$ cat config.mk
export PLATFORM = sky130hd
export DESIGN_NAME = mem_bus_arbiter_flat
export DESIGN_NICKNAME = d
export VERILOG_FILES = /design/src/rtl/mem_bus_arbiter_pkg.sv /design/src/rtl/mem_bus_arbiter_if.sv /design/src/rtl/mem_bus_arbiter_rr_pick2.sv /design/src/rtl/mem_bus_arbiter.sv /design/src/flat_wrapper.sv
export SDC_FILE = /design/constraint.sdc
export NUM_CORES = 1
export LEC_CHECK = 0
export ABC_CLOCK_PERIOD_IN_PS = 5320
export CAP_MARGIN = 10
export CORE_MARGIN = 8
export CORE_UTILIZATION = 35
export CTS_CLUSTER_SIZE = 14
export DETAILED_ROUTE_END_ITERATION = 10
export PLACE_DENSITY_LB_ADDON = 0.12
export SYNTH_ARGS = -nofsm -noshare
export SYNTH_HDL_FRONTEND = slang
export SYNTH_HIERARCHICAL = 1
export SYNTH_SLANG_ARGS = --single-unit
$ cat constraint.sdc
create_clock -name i_clk -period 5.32 [get_ports i_clk]
set_clock_uncertainty 0.2 [all_clocks]
set_input_delay 1.596 -clock i_clk [delete_from_list [all_inputs] [get_ports i_clk]]
set_output_delay 1.596 -clock i_clk [all_outputs]
set_load 0.02 [all_outputs]
$ cat src/rtl/mem_bus_arbiter_pkg.sv
// Shared constants and types for the two-requester memory port arbiter.
package mem_arb_pkg;

    localparam logic [1:0] ST_IDLE   = 2'd0;
    localparam logic [1:0] ST_ACCESS = 2'd1;
    localparam logic [1:0] ST_DONE   = 2'd2;

    localparam int CNT_W = 4;

    localparam logic GNT0 = 1'b0;
    localparam logic GNT1 = 1'b1;

    typedef enum logic [1:0] {
        S_IDLE   = ST_IDLE,
        S_ACCESS = ST_ACCESS,
        S_DONE   = ST_DONE
    } state_t;

    function automatic logic other_gnt(input logic g);
        return (g == GNT0) ? GNT1 : GNT0;
    endfunction

endpackage

$ cat src/rtl/mem_bus_arbiter_if.sv
// Requester and memory-side signal bundle; slave = arbiter view, master = requesters + RAM view.
interface mem_bus_arbiter_if #(
    parameter int AW = 8,
    parameter int DW = 8
);
    logic          req0;
    logic          we0;
    logic [AW-1:0] addr0;
    logic [DW-1:0] wdata0;
    logic          rdy0;
    logic [DW-1:0] rdata0;

    logic          req1;
    logic          we1;
    logic [AW-1:0] addr1;
    logic [DW-1:0] wdata1;
    logic          rdy1;
    logic [DW-1:0] rdata1;

    logic [AW-1:0] mem_addr;
    logic [DW-1:0] mem_wdata;
    logic          mem_we;
    logic [DW-1:0] mem_rdata;
    logic          busy;

    modport slave (
        input  req0, we0, addr0, wdata0,
        input  req1, we1, addr1, wdata1,
        input  mem_rdata,
        output rdy0, rdata0, rdy1, rdata1,
        output mem_addr, mem_wdata, mem_we, busy
    );

    modport master (
        output req0, we0, addr0, wdata0,
        output req1, we1, addr1, wdata1,
        output mem_rdata,
        input  rdy0, rdata0, rdy1, rdata1,
        input  mem_addr, mem_wdata, mem_we, busy
    );
endinterface

$ cat src/rtl/mem_bus_arbiter_rr_pick2.sv
// Combinational two-way winner pick; round-robin on ties, or fixed priority when ARB_FIXED_PRIO_EN is defined.
module rr_pick2
    import mem_arb_pkg::*;
(
    input  logic i_req0,
    input  logic i_req1,
    input  logic i_last_gnt,
    output logic o_gnt,
    output logic o_valid
);

    assign o_valid = i_req0 | i_req1;

`ifdef ARB_FIXED_PRIO_EN
    // Requester 0 always wins; requester 1 can starve while req0 is held (intended for CPU-first systems).
    logic w_unused_last_gnt;
    assign w_unused_last_gnt = i_last_gnt;
    assign o_gnt = i_req0 ? GNT0 : GNT1;
`else
    always_comb begin
        o_gnt = GNT0;
        if (i_req0 && i_req1) begin
            o_gnt = other_gnt(i_last_gnt);
        end else if (i_req1) begin
            o_gnt = GNT1;
        end
    end
`endif

endmodule

$ cat src/rtl/mem_bus_arbiter.sv
// Shares one 8-bit RAM port between two requesters: IDLE -> ACCESS (ACC_CYCLES) -> DONE, rdy pulse after ACC_CYCLES+1 edges.
// Requests seen during ACCESS/DONE wait for the next IDLE; ARB_FIXED_PRIO_EN selects fixed priority in rr_pick2.
module mem_bus_arbiter
    import mem_arb_pkg::*;
#(
    parameter int AW         = 8,
    parameter int DW         = 8,
    parameter int ACC_CYCLES = 1   // legal range 1..15
)
(
    input  logic               i_clk,
    input  logic               i_rst,
    mem_bus_arbiter_if.slave   bus
);

    state_t           r_state;
    logic [CNT_W-1:0] r_cnt;
    logic             r_gnt;
    logic             r_last_gnt;
    logic [AW-1:0]    r_mem_addr;
    logic [DW-1:0]    r_mem_wdata;
    logic             r_mem_we;
    logic             r_rdy0;
    logic             r_rdy1;
    logic [DW-1:0]    r_rdata0;
    logic [DW-1:0]    r_rdata1;
    logic             r_busy;

    logic             w_gnt;
    logic             w_valid;
    logic [AW-1:0]    w_sel_addr;
    logic [DW-1:0]    w_sel_wdata;
    logic             w_sel_we;

    rr_pick2 u_pick (
        .i_req0     (bus.req0),
        .i_req1     (bus.req1),
        .i_last_gnt (r_last_gnt),
        .o_gnt      (w_gnt),
        .o_valid    (w_valid)
    );

    assign w_sel_addr  = (w_gnt == GNT1) ? bus.addr1  : bus.addr0;
    assign w_sel_wdata = (w_gnt == GNT1) ? bus.wdata1 : bus.wdata0;
    assign w_sel_we    = (w_gnt == GNT1) ? bus.we1    : bus.we0;

    always_ff @(posedge i_clk) begin
        if (i_rst) begin
            r_state     <= S_IDLE;
            r_cnt       <= '0;
            r_gnt       <= GNT0;
            r_last_gnt  <= GNT1;   // requester 0 wins the first tie
            r_mem_addr  <= '0;
            r_mem_wdata <= '0;
            r_mem_we    <= 1'b0;
            r_rdy0      <= 1'b0;
            r_rdy1      <= 1'b0;
            r_rdata0    <= '0;
            r_rdata1    <= '0;
            r_busy      <= 1'b0;
        end else begin
            case (r_state)
                S_IDLE: begin
                    if (w_valid) begin
                        r_gnt       <= w_gnt;
                        r_last_gnt  <= w_gnt;
                        r_mem_addr  <= w_sel_addr;
                        r_mem_wdata <= w_sel_wdata;
                        r_mem_we    <= w_sel_we;
                        r_cnt       <= CNT_W'(ACC_CYCLES - 1);
                        r_busy      <= 1'b1;
                        r_state     <= S_ACCESS;
                    end
                end
                S_ACCESS: begin
                    if (r_cnt != '0) begin
                        r_cnt <= r_cnt - CNT_W'(1);
                    end else begin
                        // Write accesses leave the granted requester's rdata untouched.
                        if (r_gnt == GNT1) begin
                            r_rdy1 <= 1'b1;
                            if (!r_mem_we) r_rdata1 <= bus.mem_rdata;
                        end else begin
                            r_rdy0 <= 1'b1;
                            if (!r_mem_we) r_rdata0 <= bus.mem_rdata;
                        end
                        r_mem_we <= 1'b0;
                        r_state  <= S_DONE;
                    end
                end
                S_DONE: begin
                    r_rdy0  <= 1'b0;
                    r_rdy1  <= 1'b0;
                    r_busy  <= 1'b0;
                    r_state <= S_IDLE;
                end
                default: r_state <= S_IDLE;
            endcase
        end
    end

    assign bus.rdy0      = r_rdy0;
    assign bus.rdy1      = r_rdy1;
    assign bus.rdata0    = r_rdata0;
    assign bus.rdata1    = r_rdata1;
    assign bus.mem_addr  = r_mem_addr;
    assign bus.mem_wdata = r_mem_wdata;
    assign bus.mem_we    = r_mem_we;
    assign bus.busy      = r_busy;

endmodule

$ cat src/flat_wrapper.sv
// flat-port wrapper written by rule: the top's interface ports become plain ports
module mem_bus_arbiter_flat import mem_arb_pkg::*;
#(
    parameter int AW         = 8,
    parameter int DW         = 8,
    parameter int ACC_CYCLES = 1                       
)
  (i_clk, i_rst, bus_req0, bus_we0, bus_addr0, bus_wdata0, bus_req1, bus_we1, bus_addr1, bus_wdata1, bus_mem_rdata, bus_rdy0, bus_rdata0, bus_rdy1, bus_rdata1, bus_mem_addr, bus_mem_wdata, bus_mem_we, bus_busy);
  mem_bus_arbiter_if #(.AW(AW), .DW(DW)) bus_i ();
  input  logic i_clk;
  input  logic i_rst;
  input wire logic [$bits(bus_i.req0)-1:0] bus_req0;
  input wire logic [$bits(bus_i.we0)-1:0] bus_we0;
  input wire logic [$bits(bus_i.addr0)-1:0] bus_addr0;
  input wire logic [$bits(bus_i.wdata0)-1:0] bus_wdata0;
  input wire logic [$bits(bus_i.req1)-1:0] bus_req1;
  input wire logic [$bits(bus_i.we1)-1:0] bus_we1;
  input wire logic [$bits(bus_i.addr1)-1:0] bus_addr1;
  input wire logic [$bits(bus_i.wdata1)-1:0] bus_wdata1;
  input wire logic [$bits(bus_i.mem_rdata)-1:0] bus_mem_rdata;
  output wire logic [$bits(bus_i.rdy0)-1:0] bus_rdy0;
  output wire logic [$bits(bus_i.rdata0)-1:0] bus_rdata0;
  output wire logic [$bits(bus_i.rdy1)-1:0] bus_rdy1;
  output wire logic [$bits(bus_i.rdata1)-1:0] bus_rdata1;
  output wire logic [$bits(bus_i.mem_addr)-1:0] bus_mem_addr;
  output wire logic [$bits(bus_i.mem_wdata)-1:0] bus_mem_wdata;
  output wire logic [$bits(bus_i.mem_we)-1:0] bus_mem_we;
  output wire logic [$bits(bus_i.busy)-1:0] bus_busy;
  assign bus_i.req0 = bus_req0;
  assign bus_i.we0 = bus_we0;
  assign bus_i.addr0 = bus_addr0;
  assign bus_i.wdata0 = bus_wdata0;
  assign bus_i.req1 = bus_req1;
  assign bus_i.we1 = bus_we1;
  assign bus_i.addr1 = bus_addr1;
  assign bus_i.wdata1 = bus_wdata1;
  assign bus_i.mem_rdata = bus_mem_rdata;
  assign bus_rdy0 = bus_i.rdy0;
  assign bus_rdata0 = bus_i.rdata0;
  assign bus_rdy1 = bus_i.rdy1;
  assign bus_rdata1 = bus_i.rdata1;
  assign bus_mem_addr = bus_i.mem_addr;
  assign bus_mem_wdata = bus_i.mem_wdata;
  assign bus_mem_we = bus_i.mem_we;
  assign bus_busy = bus_i.busy;
  mem_bus_arbiter #(.AW(AW), .DW(DW), .ACC_CYCLES(ACC_CYCLES)) u_core (.i_clk(i_clk), .i_rst(i_rst), .bus(bus_i));
endmodule
* Word-level counts from Yosys, hierarchy flattened
Cells that the tools add are included.
Cells by class: order comparisons 0, eq/ne operators 7, reductions and logical operators 15, shifts and indexed selects 0, muxes and demuxes 23, multipliers 0, div/mod/pow operators 0, add/subtract/negate cells 1, bitwise operators 4
Operators with widths (number):
- 8-bit two-way mux | 2
- 3-bit AND reduction | 4
- 1-bit two-way mux | 11
- 4-bit two-way mux | 2
- 1-bit case mux with 2 select lines | 4
- 4-bit case mux with 2 select lines | 1
- 4-bit AND reduction | 2
- 2-bit inequality test (second input constant) | 3
- 2-bit AND reduction | 3
- 2-bit nonzero test | 3
- 2-bit two-way mux | 2
- 2-bit by 1-bit inequality test with 1-bit output (second input constant) | 2
- 2-bit case mux with 2 select lines | 1
- 4-bit nonzero test | 1
- 4-bit by 1-bit subtractor with 4-bit output (second input constant) | 1
- 1-bit NOT | 3
- 2-bit by 1-bit == test with 1-bit output (second input constant) | 1
- 2-bit == test (second input constant) | 1
- 2-bit zero test | 1
- 1-bit logical AND | 1
- 1-bit OR | 1
Word-level totals: output and inout bits 36, latch bits 0, bits in registers 44, memories kept 0, memory bits (read-only) 0, bits of input ports 46, bits in writable memories 0

* Depth between registers and ports, before layout
Gate-level depths: netlist of the first run.
word-level depth 5, gate-level depth with buffers 6

* Cells and area by module
The synthesis of the first run kept the hierarchy.
By module, submodules not included:
- mem_bus_arbiter | area an instance 2010.7 µm², cells an instance 208, seq. area each 880.8 µm², times used 1
- rr_pick2 | area an instance 13.8 µm², cells an instance 2, seq. area each 0.0 µm², times used 1

* Worst setup path after synthesis of the first run
OpenSTA, ideal clock, no wires.
kind input to register, start input bus_req1, end register u_core.r_mem_addr[0] (netlist: u_core/bus.mem_addr[0]), arrival time 2539 ps, slack 2436 ps, stages on the path 5, data required time 4975 ps, cells stage by stage a21boi_1 buf_2 buf_2 mux2i_1 a211oi_2
On the way: longest elaborated chain between the ends 3, elaborated cells between the ends (all ways) 6, those cells by class 3 x mux; 1 x bitwise; 2 x reduce/logical
Ends and longest elaborated chain:
- start: declaration | line flat_wrapper.sv:16 | input wire logic [$bits(bus_i.req1)-1:0] bus_req1;
- 1-bit two-way mux or 1-bit logical AND (tied branches) | line mem_bus_arbiter_rr_pick2.sv:24, mem_bus_arbiter_rr_pick2.sv:22
- 1-bit two-way mux | line mem_bus_arbiter_rr_pick2.sv:22 | if (i_req0 && i_req1) begin
- 8-bit two-way mux | line mem_bus_arbiter.sv:43 | assign w_sel_addr = (w_gnt == GNT1) ? bus.addr1 : bus.addr0;
- end signal: assignment | line mem_bus_arbiter.sv:67 | r_mem_addr <= w_sel_addr;
- end: declaration | line mem_bus_arbiter.sv:20 | logic [AW-1:0] r_mem_addr;
Parallel ways exist; a longest one is shown, timed or not. A chain may end at the register's enable or synchronous reset.

* Final worst setup path of the first run
start register u_core.r_mem_we (netlist: u_core/bus.mem_we), end output bus_mem_we
RTL lines:
- start: declaration | line mem_bus_arbiter.sv:22 | logic r_mem_we;
- start signal: assignment | line mem_bus_arbiter.sv:69 | r_mem_we <= w_sel_we;
- end: declaration | line flat_wrapper.sv:27 | output wire logic [$bits(bus_i.mem_we)-1:0] bus_mem_we;
No word-level cell between the ends.

==> results_dict.tcl, run 1 <==
set metrics [dict create \
    status "finished, final reports clean" \
    start_kind "flip-flop" \
    synthesis.nets 258 \
    setup_viol_count_final 0 \
    routedWlPerCell_microns 15.4 \
    hold_violations 0 \
    p_sw_uw 589 \
    register_area_sq_um 881 \
    holdWs_ns 0.271 \
    io_buffers 81 \
    h-tree-depth 2 \
    nFillCells 542 \
    num_rows 27 \
    combPwrFrac 0.488 \
    final_common_cell "clkdlybuf4s50_1" \
    synthDistinctLibCells 38 \
    async_reset_ff_frac 0 \
    initial_core_util 0.365 \
    setup_tns_ns 0 \
    ys_ff_latch 44 \
    worst_pin_slew_ns 1.07 \
    cts_tree "done" \
    intPower_uw 809 \
    final_cell_mix "clkdlybuf4s50_1 (80), dfxtp_1 (44), a21oi_1 (22)" \
    grt_max_degree 44 \
    crit_cells 1 \
    crit_end "bus_mem_we" \
    power_leakage_uw 0.00103 \
    synthCells 210 \
    cts_resized 0 \
    clk_latency_ns 0.30 \
    crit_type "flip-flop to output port" \
    routabilityCongestion 0.758 \
    crit_start "u_core/bus.mem_we$_SDFFE_PP0P_" \
    synth_top_area_share 0.435 \
    slew_viol_final 0 \
    clk_pin_slew_ns 0.09 \
    postRouteAntennaNets 0 \
    avgSynthCellArea_sq_um 9.64 \
    grt_pass1_wl_microns 9030 \
    fin_nets 331 \
    max_stage_delay_ns 0.66 \
    die_w_microns 92.1 \
    overflow 0 \
    p_sw_frac 0.421 \
    grt_pass1_vias 1787 \
    area_growth_pct 45.1 \
    hpwl_microns 3930 \
    max-slew-margin-rel 0.285 \
    min_period_over_period 0.609 \
    pin_count 82 \
    cpLargestDelayFamily "buffers and inverters" \
    ctsHoldBuffers 0 \
    slowest_stage "clkdlybuf4s50_1" \
    vias 1811 \
    dr.pass1.iters 4 \
    r2r-end "u_core/bus.rdata1[6]$_SDFFE_PP0P_" \
    rr_worst_depth 5 \
    postCtsSetupBuffers 0 \
    pwr-share-clk 0.159 \
    cp.arrival_ns 1.44 \
    cts-root-buf "clkbuf_8" \
    via_per_inst 5.09 \
    cp_cell_sequence "clkdlybuf4s50_1" \
    dieHeight_microns 92.1 \
    max_cap_viol_count 0 \
    multi_input_area_sq_um 1040 \
    max_freq_mhz 309 \
    yosysSeqAreaShare 0.435 \
    track_usage 0.130 \
    drt_iter0_drc 95 \
    dieArea_sq_um 8470 \
    path_max_fanout 6 \
    cts.sinks 44 \
    min_path_type "flip-flop to flip-flop" \
    p_per_area_nw_per_um2 476 \
    antenna_found_initial 0 \
    core_sq_um 5540 \
    seq_power_share 0.354 \
    peakVddDrop_mv 0.201 \
    synth_area_leaders "dfxtp_1 (44%), mux2i_1 (8.4%), a211oi_2 (7.4%), a21oi_1 (5.4%), nand3_1 (4.7%)" \
    rrSetupSlack_ns 3.23 \
    diodes 0 \
    remaining_drc_errors 0 \
    yosysTopAreaCell "dfxtp_1" \
    cts_buffer_depth 2 \
    rsz0062_at_grt "false" \
    regToRegStartpoint "u_core/r_cnt[0]$_SDFFE_PP0P_" \
    end_kind "output port" \
    drt-total-wl_microns 5500 \
    path_buf_inv 1 \
    yosysWarnings 6 \
    cts-buffers-inserted 5 \
    layout-drive-gt1-share 0.113 \
    syn_area_sq_um 2020 \
    worstPathRequired_ns 3.52 \
    synth_edf_count 0 \
    fin_crit_ns 3.24 \
    synthFlopType "dfxtp_1" \
]
## registers in the layout, summed over array words and instances (netlist names), 2 cells and up
name                  cells
u_core/bus.mem_addr       8
u_core/bus.mem_wdata      8
u_core/bus.rdata0         8
u_core/bus.rdata1         8
u_core/r_cnt              4
u_core/r_state            2
## cell usage after synthesis, types with 2 or more instances
master and number:
nand2_1 4, nor3_1 3, nand3_1 19, nor2b_1 2, a211oi_1 5, mux2i_1 17, o211ai_1 2, ha_1 2
o21a_1 3, or3_1 3, o21ai_0 17, dfxtp_1 44, clkbuf_1 8, inv_1 4, nor2_1 16, a211oi_2 12
buf_6 3, buf_2 5, a21oi_1 22
## power groups by stage
stage               clock network (uW)  logic (uW)  registers [uW]
floorplan                            0         405             558
global placement                     0         685             499
detailed placement                   0         684             502
CTS                                231         686             496
global route                       248         740             508
finish                             222         682             494
## kinds of logic (layout without fill, tap and decap cells)
family | Yosys count | count (layout) | share of synthesized area
adders and majority gates | 2 | 2 | 0.0124
and+or+nand+nor | 60 | 60 | 0.181
AOI/OAI and AO/OA | 65 | 65 | 0.227
buffers and inverters | 21 | 95 | 0.0550
DFF | 44 | 44 | 0.435
muxes | 18 | 18 | 0.0896
## metrics by stage
step	cell area (sq um)	util	power, uW	cells	setup slack (ns)
6_report	2940	0.530	1400	356	2.08
5_1_grt	2940	0.530	1500	356	1.88
4_1_cts	2940	0.530	1410	356	2.07
3_5_place_dp	2840	0.513	1190	348	1.78
3_3_place_gp	2840	0.513	1180	348	1.82
2_1_floorplan	2020	-	962	210	2.44
## final cells by class
cell class	count	area share
Inverter	4	0.00511
Sequential cell	44	0.300
Timing Repair Buffer	83	0.280
Clock inverter	3	0.00852
Clock buffer	5	0.0234
Tap cell	72	0.0307
Multi-Input combinational cell	145	0.353
## layer usage
| metal | GRT usage | vias to the layer above | part of all wire |
|---|---|---|---|
| met5 | 0 | - | 0 |
| met4 | 0.0550 | 0 | 0.020 |
| met3 | 0.0383 | 9 | 0.056 |
| met2 | 0.210 | 54 | 0.49 |
| met1 | 0.157 | 834 | 0.43 |
| li1 | - | 914 | - |
## worst min path at each step
stage	from	cells past startpoint	end
CTS	u_core/bus.busy$_SDFFE_PP0P_	1	u_core/bus.busy$_SDFFE_PP0P_
global route	u_core/bus.rdata0[7]$_SDFFE_PP0P_	2	u_core/bus.rdata0[7]$_SDFFE_PP0P_
floorplan	u_core/r_last_gnt$_SDFFE_PP1P_	2	u_core/r_last_gnt$_SDFFE_PP1P_
global placement	u_core/bus.busy$_SDFFE_PP0P_	1	u_core/bus.busy$_SDFFE_PP0P_
finish	u_core/bus.busy$_SDFFE_PP0P_	1	u_core/bus.busy$_SDFFE_PP0P_
detailed placement	u_core/bus.busy$_SDFFE_PP0P_	1	u_core/bus.busy$_SDFFE_PP0P_
## worst register-to-register path: cells and delay by family (launching register included)
kind	cells	cell delay (ns)
and+or+nand+nor	2	1.06
DFF	1	0.33
adders and majority gates	1	0.17
AOI/OAI and AO/OA	1	0.17
buffers and inverters	1	0.10
No activity file was read; power rests on OpenSTA's default activity.
==> inputs of run 2 (changes only) <==
--- a/config.mk
+++ b/config.mk
@@ -5,7 +5,7 @@
 export SDC_FILE = /design/constraint.sdc
 export NUM_CORES = 1
 export LEC_CHECK = 0
-export ABC_CLOCK_PERIOD_IN_PS = 5320
+export ABC_CLOCK_PERIOD_IN_PS = 3350
 export CAP_MARGIN = 10
 export CORE_MARGIN = 8
 export CORE_UTILIZATION = 35
==> constraint.sdc (replaced) <==
create_clock -name i_clk -period 3.35 [get_ports i_clk]
set_clock_uncertainty 0.2 [all_clocks]
set_input_delay 1.005 -clock i_clk [delete_from_list [all_inputs] [get_ports i_clk]]
set_output_delay 1.005 -clock i_clk [all_outputs]
set_load 0.02 [all_outputs]
==> run 2 against run 1 <==
Compared with the run above: sequential power rose by 59%; global-route usage is 0.30 points lower; first-iteration DRC count up 51%; clock power rose by 100%; power is 66% higher; count of clock-buffer cells in the layout grew 2.
==> results_dict.tcl, run 2 (synthesis gave the netlist of run 1 again) <==
set metrics [dict create \
    io_buffers 81 \
    setup_viol_count_final 0 \
    path_buf_inv 1 \
    cts-buffers-inserted 5 \
    cp.arrival_ns 1.46 \
    cts-root-buf "clkbuf_8" \
    h-tree-depth 2 \
    fin_crit_ns 2.67 \
    postCtsSetupBuffers 0 \
    status "finished, final reports clean" \
    end_kind "output port" \
    layout-drive-gt1-share 0.122 \
    peakVddDrop_mv 0.366 \
    fin_nets 334 \
    vias 1808 \
    max_stage_delay_ns 0.68 \
    use_met1 0.150 \
    regToRegStartpoint "u_core/r_cnt[0]$_SDFFE_PP0P_" \
    top_usage_layer "met2" \
    cts_buffer_depth 2 \
    r2r-end "u_core/bus.rdata1[6]$_SDFFE_PP0P_" \
    hold_violations 0 \
    path_max_fanout 6 \
    core_sq_um 5540 \
    diodes 0 \
    dieArea_sq_um 8470 \
    track_usage 0.127 \
    slew_viol_final 0 \
    clk_pin_slew_ns 0.08 \
    min_period_over_period 0.796 \
    final_common_cell "clkdlybuf4s50_1" \
    grt_util_met3 0.0489 \
    cts_tree "done" \
    power_leakage_uw 0.00106 \
    grt_max_degree 30 \
    crit_start "u_core/bus.mem_we$_SDFFE_PP0P_" \
    rrSetupSlack_ns 1.25 \
    antenna_found_initial 0 \
    dieHeight_microns 92.1 \
    crit_end "bus_mem_we" \
    p_per_area_nw_per_um2 776 \
    worstPathRequired_ns 2.14 \
    overflow 0 \
    grt_pass1_vias 1758 \
    cts.sinks 44 \
    min_path_type "flip-flop to flip-flop" \
    area_growth_pct 47.8 \
    routabilityCongestion 0.723 \
    routedWlPerCell_microns 15.0 \
    cpLargestDelayFamily "buffers and inverters" \
    worst_pin_slew_ns 1.08 \
    holdWs_ns 0.269 \
    max_freq_mhz 375 \
    die_w_microns 92.1 \
    start_kind "flip-flop" \
    max_cap_viol_count 0 \
    max-slew-margin-rel 0.278 \
    ctsHoldBuffers 0 \
    drt-total-wl_microns 5400 \
    rr_worst_depth 5 \
    p_total_uw 2320 \
    initial_core_util 0.365 \
    rsz0062_at_grt "false" \
    dr.pass1.iters 4 \
    postRouteAntennaNets 0 \
    remaining_drc_errors 0 \
    pin_count 82 \
    cp_cell_sequence "clkdlybuf4s50_1" \
    crit_cells 1 \
    drt_iter0_drc 143 \
    grt_pass1_wl_microns 8760 \
    clk_latency_ns 0.30 \
    setup_tns_ns 0 \
    met2_usage 0.201 \
    final_cell_mix "clkdlybuf4s50_1 (80), dfxtp_1 (44), a21oi_1 (22)" \
    slowest_stage "clkdlybuf4s50_1" \
    cts_resized 0 \
    via_per_inst 5.04 \
    crit_type "flip-flop to output port" \
    hpwl_microns 3950 \
    num_rows 27 \
]
[run 2: cell types whose count changed in the layout (fill, tap and decap cells not counted), sizes merged]
cell	change
clkbuf	+2
inv	-2
buf	+3
clkinvlp	-1
bufinv	+1
[run 2: how the worst min path moves through the flow]
stage / from / end / slack (ns) / depth (start not counted)
2_1_floorplan: u_core/r_last_gnt$_SDFFE_PP1P_ / u_core/r_last_gnt$_SDFFE_PP1P_ / 0.24 / 2
3_3_place_gp: u_core/bus.busy$_SDFFE_PP0P_ / u_core/bus.busy$_SDFFE_PP0P_ / 0.25 / 1
3_5_place_dp: u_core/bus.busy$_SDFFE_PP0P_ / u_core/bus.busy$_SDFFE_PP0P_ / 0.26 / 1
4_1_cts: u_core/bus.busy$_SDFFE_PP0P_ / u_core/bus.busy$_SDFFE_PP0P_ / 0.28 / 1
5_1_grt: u_core/bus.busy$_SDFFE_PP0P_ / u_core/bus.busy$_SDFFE_PP0P_ / 0.29 / 1
6_report: u_core/bus.busy$_SDFFE_PP0P_ / u_core/bus.busy$_SDFFE_PP0P_ / 0.27 / 1
[run 2: worst register-to-register path, stage by stage (launching register included)]
cell	delay (ns)
dfxtp_1	0.34
inv_1	0.10
ha_1	0.18
nor3b_2	0.87
nand3_1	0.19
a21oi_1	0.17
[run 2: area by class of cell]
cell class,count,area (sq um)
fillers,524,2550
multi-input cells,145,1040
flip-flops and latches,44,881
repair buffers,86,843
clock buffers,7,96.3
well taps,72,90.1
clock inverters,1,30.0
inverters,4,15.0
[run 2: report_power, final]
group / leakage (uW) / switching (uW) / internal [uW] / total (uW)
sequential: 0.000361 / 121 / 664 / 784
clock: 0.0000645 / 183 / 263 / 446
combinational: 0.000636 / 612 / 479 / 1090
total: 0.00106 / 915 / 1410 / 2320
[run 2: layer usage]
| metal | vias up | part of all wire |
|---|---|---|
| li1 | 919 | - |
| met1 | 835 | 0.42 |
| met2 | 45 | 0.49 |
| met3 | 9 | 0.063 |
| met4 | 0 | 0.020 |
| met5 | - | 0 |
[run 2: metrics by stage]
step	setup slack, ns	util	std cells	area (sq um)
finish	0.684	0.540	359	2990
CTS	0.682	0.540	359	2990
floorplan	1.06	-	210	2020
detailed placement	0.528	0.517	351	2870
global route	0.615	0.540	359	2990
global placement	0.548	0.517	351	2870
